<file path="src/rtl/bsg_mem_1r1w_sync_reader_pkg.sv">
// rtl/bsg_mem_1r1w_sync_reader_pkg.sv - width helpers for the 1r1w sync RAM reader
package bsg_mem_1r1w_sync_reader_pkg;

  function automatic int safe_clog2(input int n);
    return (n <= 1) ? 1 : $clog2(n);
  endfunction

  function automatic bit is_pow2(input int n);
    return (n >= 2) && ((n & (n - 1)) == 0);
  endfunction

endpackage

</file>
<file path="src/rtl/bsg_mem_1r1w_sync_reader_two_fifo.sv">
// rtl/bsg_mem_1r1w_sync_reader_two_fifo.sv - 2-entry ready/valid-in, valid/yumi-out buffer
module bsg_mem_1r1w_sync_reader_two_fifo #(
  parameter int width_p = 8
) (
  input  logic               clk_i,
  input  logic               reset_i,
  input  logic               v_i,
  input  logic [width_p-1:0] data_i,
  output logic               ready_o,
  output logic               v_o,
  output logic [width_p-1:0] data_o,
  input  logic               yumi_i,
  output logic [1:0]         count_o
);

  logic [1:0][width_p-1:0] mem_q, mem_d;
  logic                    rd_ptr_q, rd_ptr_d;
  logic                    wr_ptr_q, wr_ptr_d;
  logic [1:0]              cnt_q, cnt_d;

  always_comb begin
    mem_d    = mem_q;
    rd_ptr_d = rd_ptr_q;
    wr_ptr_d = wr_ptr_q;
    cnt_d    = cnt_q + {1'b0, v_i} - {1'b0, yumi_i};
    // At count 2 the write slot is the head being dequeued at this same edge.
    if (v_i) begin
      mem_d[wr_ptr_q] = data_i;
      wr_ptr_d        = ~wr_ptr_q;
    end
    if (yumi_i) begin
      rd_ptr_d = ~rd_ptr_q;
    end
  end

  always_ff @(posedge clk_i) begin
    if (reset_i) begin
      rd_ptr_q <= 1'b0;
      wr_ptr_q <= 1'b0;
      cnt_q    <= 2'd0;
    end else begin
      rd_ptr_q <= rd_ptr_d;
      wr_ptr_q <= wr_ptr_d;
      cnt_q    <= cnt_d;
    end
  end

  always_ff @(posedge clk_i) begin
    mem_q <= mem_d;
  end

  assign data_o  = mem_q[rd_ptr_q];
  assign v_o     = (cnt_q != 2'd0);
  assign ready_o = (cnt_q != 2'd2) | yumi_i;
  assign count_o = cnt_q;

endmodule

</file>
<file path="src/rtl/bsg_mem_1r1w_sync_reader.sv">
// rtl/bsg_mem_1r1w_sync_reader.sv - read-side controller for a circular sync-read 1r1w RAM
module bsg_mem_1r1w_sync_reader
  import bsg_mem_1r1w_sync_reader_pkg::*;
#(
  parameter int width_p       = 8,
  parameter int els_p         = 8,
  parameter int addr_width_lp = safe_clog2(els_p),
  parameter int ptr_width_lp  = addr_width_lp + 1
) (
  input  logic                     clk_i,
  input  logic                     reset_i,
  input  logic [ptr_width_lp-1:0]  w_ptr_i,
  output logic                     r_v_o,
  output logic [addr_width_lp-1:0] r_addr_o,
  input  logic [width_p-1:0]       r_data_i,
  output logic                     v_o,
  output logic [width_p-1:0]       data_o,
  input  logic                     yumi_i,
  output logic [ptr_width_lp-1:0]  r_ptr_o
);

  if (!is_pow2(els_p)) begin : g_bad_els
    $error("els_p must be a power of two and at least 2");
  end

  logic [ptr_width_lp-1:0] r_ptr_q, r_ptr_d;
  logic [ptr_width_lp-1:0] occupancy;
  logic                    inflight_q, inflight_d;
  logic [1:0]              buf_cnt, credit, limit;
  logic                    issue;
  logic                    fifo_ready;

  always_comb begin
    occupancy  = w_ptr_i - r_ptr_q;
    // Credit counts buffered plus returning words; a yumi frees one slot this edge.
    credit     = buf_cnt + {1'b0, inflight_q};
    limit      = 2'd1 + {1'b0, yumi_i};
    issue      = ~reset_i & (occupancy != '0) & (credit <= limit);
    r_ptr_d    = r_ptr_q;
    inflight_d = issue;
    if (issue) begin
      r_ptr_d = r_ptr_q + ptr_width_lp'(1);
    end
  end

  always_ff @(posedge clk_i) begin
    if (reset_i) begin
      r_ptr_q    <= '0;
      inflight_q <= 1'b0;
    end else begin
      r_ptr_q    <= r_ptr_d;
      inflight_q <= inflight_d;
    end
  end

  assign r_v_o    = issue;
  assign r_addr_o = r_ptr_q[addr_width_lp-1:0];
  assign r_ptr_o  = r_ptr_q;

  bsg_mem_1r1w_sync_reader_two_fifo #(
    .width_p(width_p)
  ) out_buf (
    .clk_i  (clk_i),
    .reset_i(reset_i),
    .v_i    (inflight_q),
    .data_i (r_data_i),
    .ready_o(fifo_ready),
    .v_o    (v_o),
    .data_o (data_o),
    .yumi_i (yumi_i),
    .count_o(buf_cnt)
  );

`ifndef SYNTHESIS
  a_yumi_without_valid: assert property (@(posedge clk_i) disable iff (reset_i)
    !(yumi_i && !v_o)) else $error("yumi_i asserted while v_o is low");

  a_occupancy_range: assert property (@(posedge clk_i) disable iff (reset_i)
    occupancy <= ptr_width_lp'(els_p)) else $error("occupancy exceeds els_p");

  a_buffer_room: assert property (@(posedge clk_i) disable iff (reset_i)
    !(inflight_q && !fifo_ready)) else $error("output buffer overflow");
`endif

endmodule

</file>
<file path="config.mk">
export PLATFORM = sky130hd
export DESIGN_NAME = bsg_mem_1r1w_sync_reader
export DESIGN_NICKNAME = d
export VERILOG_FILES = /design/src/rtl/bsg_mem_1r1w_sync_reader_pkg.sv /design/src/rtl/bsg_mem_1r1w_sync_reader_two_fifo.sv /design/src/rtl/bsg_mem_1r1w_sync_reader.sv
export SDC_FILE = /design/constraint.sdc
export NUM_CORES = 1
export LEC_CHECK = 0
export ABC_AREA = 1
export BUFFER_PORTS_ARGS = -buffer_cell sky130_fd_sc_hd__buf_2
export CORE_MARGIN = 2
export CORE_UTILIZATION = 30
export DETAILED_ROUTE_END_ITERATION = 6
export HOLD_SLACK_MARGIN = 0.08
export SLEW_MARGIN = 20
export SYNTH_ARGS = -nofsm -noshare
export SYNTH_HDL_FRONTEND = slang
export SYNTH_HIERARCHICAL = 1
export SYNTH_SLANG_ARGS = --single-unit
</file>
<file path="constraint.sdc">
create_clock -name clk_i -period 2.51 [get_ports clk_i]
set_input_delay 0.1255 -clock clk_i [delete_from_list [all_inputs] [get_ports clk_i]]
set_output_delay 0.1255 -clock clk_i [all_outputs]
set_load 0.1 [all_outputs]
</file>
=== Yosys cells after proc, flatten, opt, wreduce, memory -nomap -nowiden ===
Index checks and enable logic that the tools add are counted.

* Register bits after elaboration: 25
* Bits of input ports: 15
* Output and inout port bits: 17
* Word-level logic and storage cells: 29

* Add/sub/neg operators: 5
* $lt $le $gt $ge: 4
* Multiplexer cells: 5
* Bitwise gates (word level): 5
* Reduce and logical (&&, ||, !) cells: 3

{| class="wikitable"
|+ Operator list
! operator !! count
|-
| $mux 8 || 3
|-
| $bwmux 16 || 1
|-
| $demux 8 s1 || 1
|-
| $add 4x1->4 const B || 1
|-
| $lt 1x2->1 const B || 2
|-
| $reduce_bool 4->1 || 1
|-
| $sub 4x4->4 || 1
|-
| $not 1->1 || 3
|-
| $add 1x1->2 const A || 1
|-
| $add 2x1->2 || 1
|-
| $and 1x1->1 || 2
|-
| $le 2x2->1 || 1
|-
| $reduce_bool 2->1 || 1
|-
| $sub 2x1->2 || 1
|-
| $ge 1x1->1 const B || 1
|-
| $logic_and 1x1->1 || 1
|}

=== Depth between registers and ports, before layout ===
Gate-level depths: netlist of run 1.

* Depth in word-level cells: 5
* Mapped depth: 11

=== Modules after synthesis ===
Netlist of run 1, hierarchy kept.

{| class="wikitable"
|+ By module, submodules not included
! module !! instances !! cells an instance !! area each (um^2) !! seq. area each (um^2)
|-
| bsg_mem_1r1w_sync_reader_two_fifo || 1 || 56 || 819.5 || 560.5
|-
| bsg_mem_1r1w_sync_reader || 1 || 73 || 516.7 || 100.1
|}

=== Worst setup path before layout of run 1 ===
Ideal clock, no wire load.

* Path kind: register -> output
* Start point: register r_ptr_q[2] (netlist: r_ptr_o[2])
* End point: output port r_v_o
* Arrival time: 2,570 ps
* Path slack: -185 ps
* Stages on the path, launching flop included: 9
* Cells stage by stage: dfxtp_1 > inv_1 > ha_1 > or2_4 > nand2_2 > nand2_2 > nand3_4 > nand3_4 > inv_1

* Word-level cells in the longest chain between the ends: 4

{| class="wikitable"
|+ Ends and longest elaborated chain
! what !! line !! source
|-
| from (decl) || bsg_mem_1r1w_sync_reader.sv:26 || <nowiki>logic [ptr_width_lp-1:0] r_ptr_q, r_ptr_d;</nowiki>
|-
| from (signal assigned) || bsg_mem_1r1w_sync_reader.sv:51 || <nowiki>r_ptr_q <= r_ptr_d;</nowiki>
|-
| $sub 4x4->4 || bsg_mem_1r1w_sync_reader.sv:34 || <nowiki>occupancy = w_ptr_i - r_ptr_q;</nowiki>
|-
| $reduce_bool 4->1 || bsg_mem_1r1w_sync_reader.sv:38 || <nowiki>issue = ~reset_i & (occupancy != '0) & (credit <= limit);</nowiki>
|-
| $and 1x1->1 (2 in series) || bsg_mem_1r1w_sync_reader.sv:38 ||
|-
| to (decl) || bsg_mem_1r1w_sync_reader.sv:13 || <nowiki>output logic r_v_o,</nowiki>
|}

No other way between the ends.

=== Worst setup path in the final report of run 1 ===
* Start point: register inflight_q
* End point: output port r_v_o

* Word-level cells in the longest chain between the ends: 3

{| class="wikitable"
|+ Ends and longest elaborated chain
! what !! line !! source
|-
| from (decl) || bsg_mem_1r1w_sync_reader.sv:28 || <nowiki>logic inflight_q, inflight_d;</nowiki>
|-
| from (signal assigned) || bsg_mem_1r1w_sync_reader.sv:52 || <nowiki>inflight_q <= inflight_d;</nowiki>
|-
| $add 2x1->2 || bsg_mem_1r1w_sync_reader.sv:36 || <nowiki>credit = buf_cnt + {1'b0, inflight_q};</nowiki>
|-
| $le 2x2->1 || bsg_mem_1r1w_sync_reader.sv:38 ||
|-
| $and 1x1->1 || bsg_mem_1r1w_sync_reader.sv:38 ||
|}

No other way between the ends.

==> impl_metrics.toml, run 1 <==
[cells_and_area]
diodes = 0
finalInstanceArea_um2 = 1643
syn_to_final_growth_pct = 23.64
drive_above_1_share_pct = 33.73
nFillCells = 445
layout.nets = 191

[placement]
pre_cts_slack_ns = 0.5296
numPortBuffers = 31
postPlaceCellArea_um2 = 1518
gp_congestion = 0.7962
dp_hpwl_um = 1719

[detailed_routing]
drtPass1Iterations = 4
drc = 0
drt-total-wl_um = 2205
wire_per_inst_um = 10.11
drt_iter0_markers = 23
ant_nets = 0
vias = 896
drt-vias-per-instance = 4.110

[clock_network]
cts-root-buf = "clkbuf_8"
cts_tree = "yes"
numCtsBuffers = 3
clk_pin_slew_ns = 0.08
clock_latency_ns = 0.26
postCtsSetupRepairBufs = 0
cts_hold_buffers = 8
cts.path.max_buffers = 2
htreeDepth = 1
postCtsResizedCells = 0
clock-sinks = 25

[setup_path]
reg2reg_slack_ns = 0.69
crit_fanout = 5
reg2regPathDepth = 10
critPathArrivalTime_ns = 2.13
startpoint_type = "flop"
end_kind = "output port"
worstReg2RegEnd = "r_ptr_o[3]$_SDFFE_PP0P_"
required_ns = 2.38
crit_start = "inflight_q$_SDFF_PP0_"
worstSetupPathType = "reg -> out"
r2r-start = "inflight_q$_SDFF_PP0_"

[sta]
fmax_ghz = 0.4428
finalClockSkew_ns = 0.0009917
period_needed_ns = 2.258
final_hold_viol_count = 0
worstMarginPinSlew_ns = 0.6807
setup_violations = 0
slew_viol_final = 0
period_share_pct = 89.98
rsz0062_at_grt = "no"
fin_ws_ns = 0.2516
relSlewSlack_pct = 54.45
totalNegativeSetupSlack_ns = 0

[logic_synthesis]
synthCells = 127
synth_fp_nets = 151
yosys_warnings = 6
avgSynthCellArea_um2 = 10.46
syn_area_um2 = 1329

[flow_run]
maxCapViolCount = 0

[power_and_ir_drop]
power_density_nw_per_um2 = 1207
p_leak_nw = 0.7938
vdd_drop_max_v = 0.0007348

[run_status]
status = "finished clean"

[global_routing]
antenna_found_initial = 0
grt_max_degree = 14
overflow = 0
grt_use_total_pct = 9.692
grt_pass1_wl_um = 3760
first_global_vias = 880

[hold_path]
whs_endpoint = "out_buf/count_o[0]$_SDFF_PP0_"
hp-start = "reset_i"
min_delay_path_depth = 2
hold_path.class = "in -> reg"

[floorplan]
die_height_um = 70.55
coreArea_um2 = 4324
row_count = 24
io-pin-count = 32
dieArea_um2 = 4977
initial_core_util_pct = 30.73
die_w_um = 70.55
## worst max-delay path by stage
| stage | end | slack, ns | cells past startpoint |
|---|---|---|---|
| floorplan | r_v_o | 0.01 | 9 |
| global placement | r_v_o | 0.57 | 8 |
| detailed placement | r_v_o | 0.53 | 8 |
| CTS | r_v_o | 0.23 | 8 |
| global route | r_v_o | 0.11 | 9 |
| finish | r_v_o | 0.25 | 8 |
## cell type report
class                      instances  area, um^2  share of cell area, %
sequential                        25       663.1                  40.37
inverter                          28       105.1                  6.398
clock buffer                       4       45.04                  2.742
tap                               52       65.06                  3.960
timing repair buffer              39       235.2                  14.32
multi-input combinational         70       529.3                  32.22
## worst max-delay path: stages (launching register included)
cell,delay (ns)
dfxtp_1,0.35
ha_1,0.22
xor2_1,0.16
ha_1,0.27
inv_1,0.05
o21ai_2,0.23
nand3_4,0.12
inv_1,0.06
buf_2,0.41
## state kept, by name, summed over array words and instances, names as in the netlist
| signal | count |
|---|---|
| inflight_q | 1 |
| out_buf/rd_ptr_q | 1 |
| out_buf/count_o | 2 |
| out_buf/wr_ptr_q | 1 |
| r_ptr_o | 4 |
| out_buf/mem_q | 16 |
## cells in the final DEF (no fill, tap or decap)
| cell type | instances |
|---|---|
| clkbuf_8 | 3 |
| xor2_1 | 1 |
| edfxtp_1 | 16 |
| dlygate4sd3_1 | 8 |
| nand4_1 | 2 |
| nand2_2 | 6 |
| o21bai_1 | 1 |
| mux2_4 | 8 |
| buf_2 | 31 |
| o21ai_2 | 1 |
| or2_4 | 1 |
| clkbuf_1 | 1 |
| nand3_1 | 5 |
| nand3_4 | 2 |
| dfxtp_2 | 2 |
| nor2_1 | 12 |
| nand2_1 | 14 |
| nor2_4 | 1 |
| xnor2_1 | 1 |
| nor3_1 | 1 |
| dfxtp_1 | 7 |
| a21oi_1 | 4 |
| nand3_2 | 1 |
| inv_1 | 28 |
| ha_1 | 9 |
## metal layers
metal,global-route usage (%),vias to the layer above,routed length (um)
li1,-,479,-
met1,11.97,390,1032
met2,16.67,25,1040
met3,1.994,2,114
met4,3.774,0,17
met5,0,-,0
## through the flow
| step | hold slack, ns | std cells | power [mW] | util (%) |
|---|---|---|---|---|
| final | 0.1186 | 218 | 1.983 | 37.99 |
| after global routing | 0.1401 | 218 | 2.111 | 37.99 |
| after CTS | 0.1225 | 218 | 2.010 | 37.99 |
| after detailed placement | 0.3189 | 206 | 1.767 | 35.10 |
| after global placement | 0.3170 | 206 | 1.758 | 35.10 |
| after floorplan | 0.1967 | 127 | 1.621 | - |
## where the power goes
part           switching (mW)  leakage (nW)  total, mW  internal, mW
registers              0.0632         0.223      0.612         0.549
logic                   0.880         0.548       1.14         0.259
clock network           0.118        0.0228      0.231         0.113
total                    1.06         0.794       1.98         0.921
(Power assumes the default switching activity.)
==> run 2: changes to the inputs <==
--- a/config.mk
+++ b/config.mk
@@ -7,10 +7,12 @@
 export LEC_CHECK = 0
 export ABC_AREA = 1
 export BUFFER_PORTS_ARGS = -buffer_cell sky130_fd_sc_hd__buf_2
+export CAP_MARGIN = 40
 export CORE_MARGIN = 2
 export CORE_UTILIZATION = 30
 export DETAILED_ROUTE_END_ITERATION = 6
 export HOLD_SLACK_MARGIN = 0.08
+export PLACE_DENSITY = 0.47
 export SLEW_MARGIN = 20
 export SYNTH_ARGS = -nofsm -noshare
 export SYNTH_HDL_FRONTEND = slang
==> impl_metrics.toml, run 2 (same netlist as run 1, synthesis figures left out) <==
[run_status]
status = "finished clean"

[power_and_ir_drop]
power_density_nw_per_um2 = 1208
p_leak_nw = 0.7938
power.share.combinational_pct = 57.6
p_int_mw = 0.9211
sequentialPowerShare_pct = 30.9
vdd_drop_max_v = 0.0008137
sw_frac_of_total_pct = 53.59
total_power_mw = 1.985
power.share.clock_pct = 11.5
switchingPower_mw = 1.063

[clock_network]
htreeDepth = 1
clock_latency_ns = 0.26
clk_pin_slew_ns = 0.08
postCtsSetupRepairBufs = 0
cts.path.max_buffers = 2
cts-root-buf = "clkbuf_8"
clock-sinks = 25
numCtsBuffers = 3
cts_tree = "yes"
postCtsResizedCells = 0

[detailed_routing]
drc = 0
drt_iter0_markers = 7
drt-total-wl_um = 2337
vias = 903
wire_per_inst_um = 10.72
drt-vias-per-instance = 4.142
ant_nets = 0
drtPass1Iterations = 4

[setup_path]
startpoint_type = "flop"
critPathArrivalTime_ns = 2.14
reg2regPathDepth = 10
required_ns = 2.38
worstSetupPathType = "reg -> out"
worstReg2RegEnd = "r_ptr_o[3]$_SDFFE_PP0P_"
r2r-start = "inflight_q$_SDFF_PP0_"
end_kind = "output port"
crit_fanout = 5
reg2reg_slack_ns = 0.68

[cells_and_area]
diodes = 0
stdcell_count = 218
syn_to_final_growth_pct = 23.64
layout_commonest_cell = "buf_2"
multi_input_area_um2 = 529.3
regArea_um2 = 663.1
mostFrequentLayoutCells = "31 x buf_2, 28 x inv_1, 16 x edfxtp_1"
layout.nets = 191
drive_above_1_share_pct = 33.73
max_flop_register = "out_buf/mem_q"
nFillCells = 453
largest_reg_flops = 16

[sta]
final_hold_viol_count = 0
worstMarginPinSlew_ns = 0.7244
totalNegativeSetupSlack_ns = 0
slew_viol_final = 0
finalClockSkew_ns = 0.001586
setup_violations = 0
period_needed_ns = 2.262
period_share_pct = 90.14
rsz0062_at_grt = "no"
relSlewSlack_pct = 51.53
fmax_ghz = 0.4420

[flow_run]
maxCapViolCount = 0

[placement]
dp_hpwl_um = 1820
gp_congestion = 0.7196
dpl.cell_count = 206
numPortBuffers = 31

[global_routing]
antenna_found_initial = 0
grt_max_degree = 14
grt_pass1_wl_um = 3974
first_global_vias = 957
overflow = 0
grt_use_total_pct = 9.997

[floorplan]
initial_core_util_pct = 30.73
die_w_um = 70.55
io-pin-count = 32
coreArea_um2 = 4324
row_count = 24
dieArea_um2 = 4977
die_height_um = 70.55

[hold_path]
whs_endpoint = "out_buf/count_o[0]$_SDFF_PP0_"
min_delay_path_depth = 2
hold_path.class = "in -> reg"
hp-start = "reset_i"
run 2: per-stage QoR:
| stage | setup WS (ns) | hold slack (ns) | instance area [um^2] | utilization, % |
|---|---|---|---|---|
| after detailed placement | 0.5453 | 0.3252 | 1518 | 35.10 |
| final | 0.2476 | 0.1155 | 1643 | 37.99 |
| after CTS | 0.2293 | 0.1152 | 1643 | 37.99 |
| after global placement | 0.5754 | 0.3181 | 1518 | 35.10 |
| after global routing | 0.1193 | 0.1183 | 1643 | 37.99 |
| after floorplan | 0.01173 | 0.1967 | 1331 | - |
run 2: power by group through the flow:
stage	clock, mW	sequential (mW)	combinational, mW
after detailed placement	0	0.625	1.14
final	0.229	0.613	1.14
after floorplan	0	0.705	0.916
after global routing	0.254	0.632	1.22
after global placement	0	0.618	1.13
after CTS	0.241	0.616	1.16
run 2: repair_timing:
action,in CTS,in global routing
endpoints found under the setup margin,0,0
endpoints found under the hold margin,16,0
hold buffers,8,0
run 2: worst max-delay path, cell delays in order (launching register included):
cell	delay, ns
dfxtp_1	0.35
ha_1	0.22
xor2_1	0.16
ha_1	0.27
inv_1	0.05
o21ai_2	0.23
nand3_4	0.11
inv_1	0.06
buf_2	0.41
run 2: layout make-up:
class	count	share of cell area [%]
Tap cell	52	3.960
Clock buffer	4	2.742
Multi-Input combinational cell	70	32.22
Timing Repair Buffer	39	14.32
Inverter	28	6.398
Sequential cell	25	40.37
run 2: worst max path at each step:
| stage | from | endpoint | cells after the start | slack, ns |
|---|---|---|---|---|
| after floorplan | r_ptr_o[0]$_SDFFE_PP0P_ | r_v_o | 9 | 0.01 |
| after CTS | inflight_q$_SDFF_PP0_ | r_v_o | 8 | 0.23 |
| final | inflight_q$_SDFF_PP0_ | r_v_o | 8 | 0.25 |
| after global placement | inflight_q$_SDFF_PP0_ | r_v_o | 8 | 0.58 |
| after detailed placement | inflight_q$_SDFF_PP0_ | r_v_o | 8 | 0.55 |
| after global routing | inflight_q$_SDFF_PP0_ | r_v_o | 9 | 0.12 |
run 2: layer usage:
| layer | up-vias | track usage, % | part of all wire [%] |
|---|---|---|---|
| met4 | 0 | 5.660 | 1.4 |
| met5 | - | 0 | 0 |
| met1 | 399 | 11.00 | 42 |
| li1 | 479 | - | - |
| met3 | 2 | 0.9972 | 3.8 |
| met2 | 23 | 18.66 | 53 |
==> run 3: changes to the inputs <==
--- a/config.mk
+++ b/config.mk
@@ -12,6 +12,7 @@
 export CORE_UTILIZATION = 30
 export DETAILED_ROUTE_END_ITERATION = 6
 export HOLD_SLACK_MARGIN = 0.08
+export MAX_ROUTING_LAYER = met4
 export PLACE_DENSITY = 0.47
 export SLEW_MARGIN = 20
 export SYNTH_ARGS = -nofsm -noshare
==> impl_metrics.toml, run 3 (same netlist as run 1, synthesis figures left out) <==
[clock_network]
clock-sinks = 25
numCtsBuffers = 3
cts_tree = "yes"
postCtsResizedCells = 0
postCtsSetupRepairBufs = 0
htreeDepth = 1
cts.path.max_buffers = 2
cts-root-buf = "clkbuf_8"
clk_pin_slew_ns = 0.08
clock_latency_ns = 0.26

[sta]
setup_violations = 0
final_hold_viol_count = 0
finalClockSkew_ns = 0.001586
slew_viol_final = 0
hold_slack_ns = 0.1155
period_share_pct = 90.14
rsz0062_at_grt = "no"
fmax_ghz = 0.4420
period_needed_ns = 2.262
relSlewSlack_pct = 51.52
totalNegativeSetupSlack_ns = 0
worstMarginPinSlew_ns = 0.7245

[global_routing]
grt_pass1_wl_um = 3981
grt_use_total_pct = 10.30
antenna_found_initial = 0
first_global_vias = 956
overflow = 0
grt_max_degree = 14

[setup_path]
cp_slowest_cell = "buf_2"
cp_cell_sequence = "ha_1, xor2_1, ha_1, inv_1, o21ai_2, nand3_4, inv_1, buf_2"
reg2regPathDepth = 10
crit_fanout = 5
worstSetupPathType = "reg -> out"
end_kind = "output port"
required_ns = 2.38
reg2reg_slack_ns = 0.68
crit_path_max_incr_delay_ns = 0.41
worstReg2RegEnd = "r_ptr_o[3]$_SDFFE_PP0P_"
critPathArrivalTime_ns = 2.14
r2r-start = "inflight_q$_SDFF_PP0_"
startpoint_type = "flop"

[cells_and_area]
drive_above_1_share_pct = 33.73
nFillCells = 453
finalInstanceArea_um2 = 1643
mostFrequentLayoutCells = "31 x buf_2, 28 x inv_1, 16 x edfxtp_1"
regArea_um2 = 663.1
layout_commonest_cell = "buf_2"
max_flop_register = "out_buf/mem_q"
syn_to_final_growth_pct = 23.64
diodes = 0
layout.nets = 191
largest_reg_flops = 16
stdcell_count = 218
multi_input_area_um2 = 529.3

[hold_path]
hold_path.class = "in -> reg"
hp-start = "reset_i"
min_delay_path_depth = 2
whs_endpoint = "out_buf/count_o[0]$_SDFF_PP0_"

[floorplan]
die_w_um = 70.55
row_count = 24
coreArea_um2 = 4324
dieArea_um2 = 4977
die_height_um = 70.55
io-pin-count = 32
initial_core_util_pct = 30.73

[detailed_routing]
drt-total-wl_um = 2337
vias = 903
drc = 0
drt-vias-per-instance = 4.142
drtPass1Iterations = 4
drt_iter0_markers = 7
ant_nets = 0
wire_per_inst_um = 10.72

[power_and_ir_drop]
power.share.clock_pct = 11.5
p_leak_nw = 0.7938
sw_frac_of_total_pct = 53.59
power.share.combinational_pct = 57.6
sequentialPowerShare_pct = 30.9
vdd_drop_max_v = 0.0008137
p_int_mw = 0.9211
power_density_nw_per_um2 = 1208
switchingPower_mw = 1.063

[placement]
numPortBuffers = 31
gp_congestion = 0.7280
dp_hpwl_um = 1820
dpl.cell_count = 206
postPlaceCellArea_um2 = 1518

[flow_run]
maxCapViolCount = 0

[run_status]
status = "finished clean"
[run 3: per-layer routing]
layer  wire [um]  part of all wire [%]  global-route usage, %
met1         971                    42                  11.00
met2        1241                    53                  18.66
met3          89                   3.8                 0.9972
met4          34                   1.5                  5.660
met5           0                     0                      -
[run 3: how the worst max path moves through the flow]
| stage | slack (ns) | cells after the start | to | start |
|---|---|---|---|---|
| floorplan | 0.01 | 9 | r_v_o | r_ptr_o[0]$_SDFFE_PP0P_ |
| global placement | 0.58 | 8 | r_v_o | inflight_q$_SDFF_PP0_ |
| detailed placement | 0.55 | 8 | r_v_o | inflight_q$_SDFF_PP0_ |
| CTS | 0.23 | 8 | r_v_o | inflight_q$_SDFF_PP0_ |
| global route | 0.12 | 9 | r_v_o | inflight_q$_SDFF_PP0_ |
| finish | 0.25 | 8 | r_v_o | inflight_q$_SDFF_PP0_ |
[run 3: repair_timing]
action                                 CTS  global route
endpoints found under the hold margin   16             0
setup endpoints to repair                0             0
hold buffers                             8             0
[run 3: stage by stage]
stage	util, %	power [mW]	worst slack [ns]
global route	37.99	2.110	0.1193
finish	37.99	1.985	0.2476
detailed placement	35.10	1.768	0.5453
global placement	35.10	1.750	0.5754
floorplan	-	1.621	0.01173
CTS	37.99	2.012	0.2293
[run 3: final cells by class]
type	count	area share, %
repair buffers	39	14.32
flip-flops and latches	25	40.37
multi-input cells	70	32.22
well taps	52	3.960
clock buffers	4	2.742
inverters	28	6.398
[run 3: worst max-delay path, delay by kind of cell, from the launching register on]
kind,cells,cell delay [ns]
flops,1,0.35
simple gates,1,0.11
compound gates,1,0.23
fa+ha+maj,2,0.49
buf+inv,3,0.52
xor+xnor,1,0.16
[run 3: power by group through the flow]
stage	clock network [mW]	registers (mW)	logic, mW
final	0.229	0.613	1.14
after global routing	0.254	0.632	1.22
after CTS	0.241	0.616	1.16
after detailed placement	0	0.625	1.14
after global placement	0	0.618	1.13
after floorplan	0	0.705	0.916
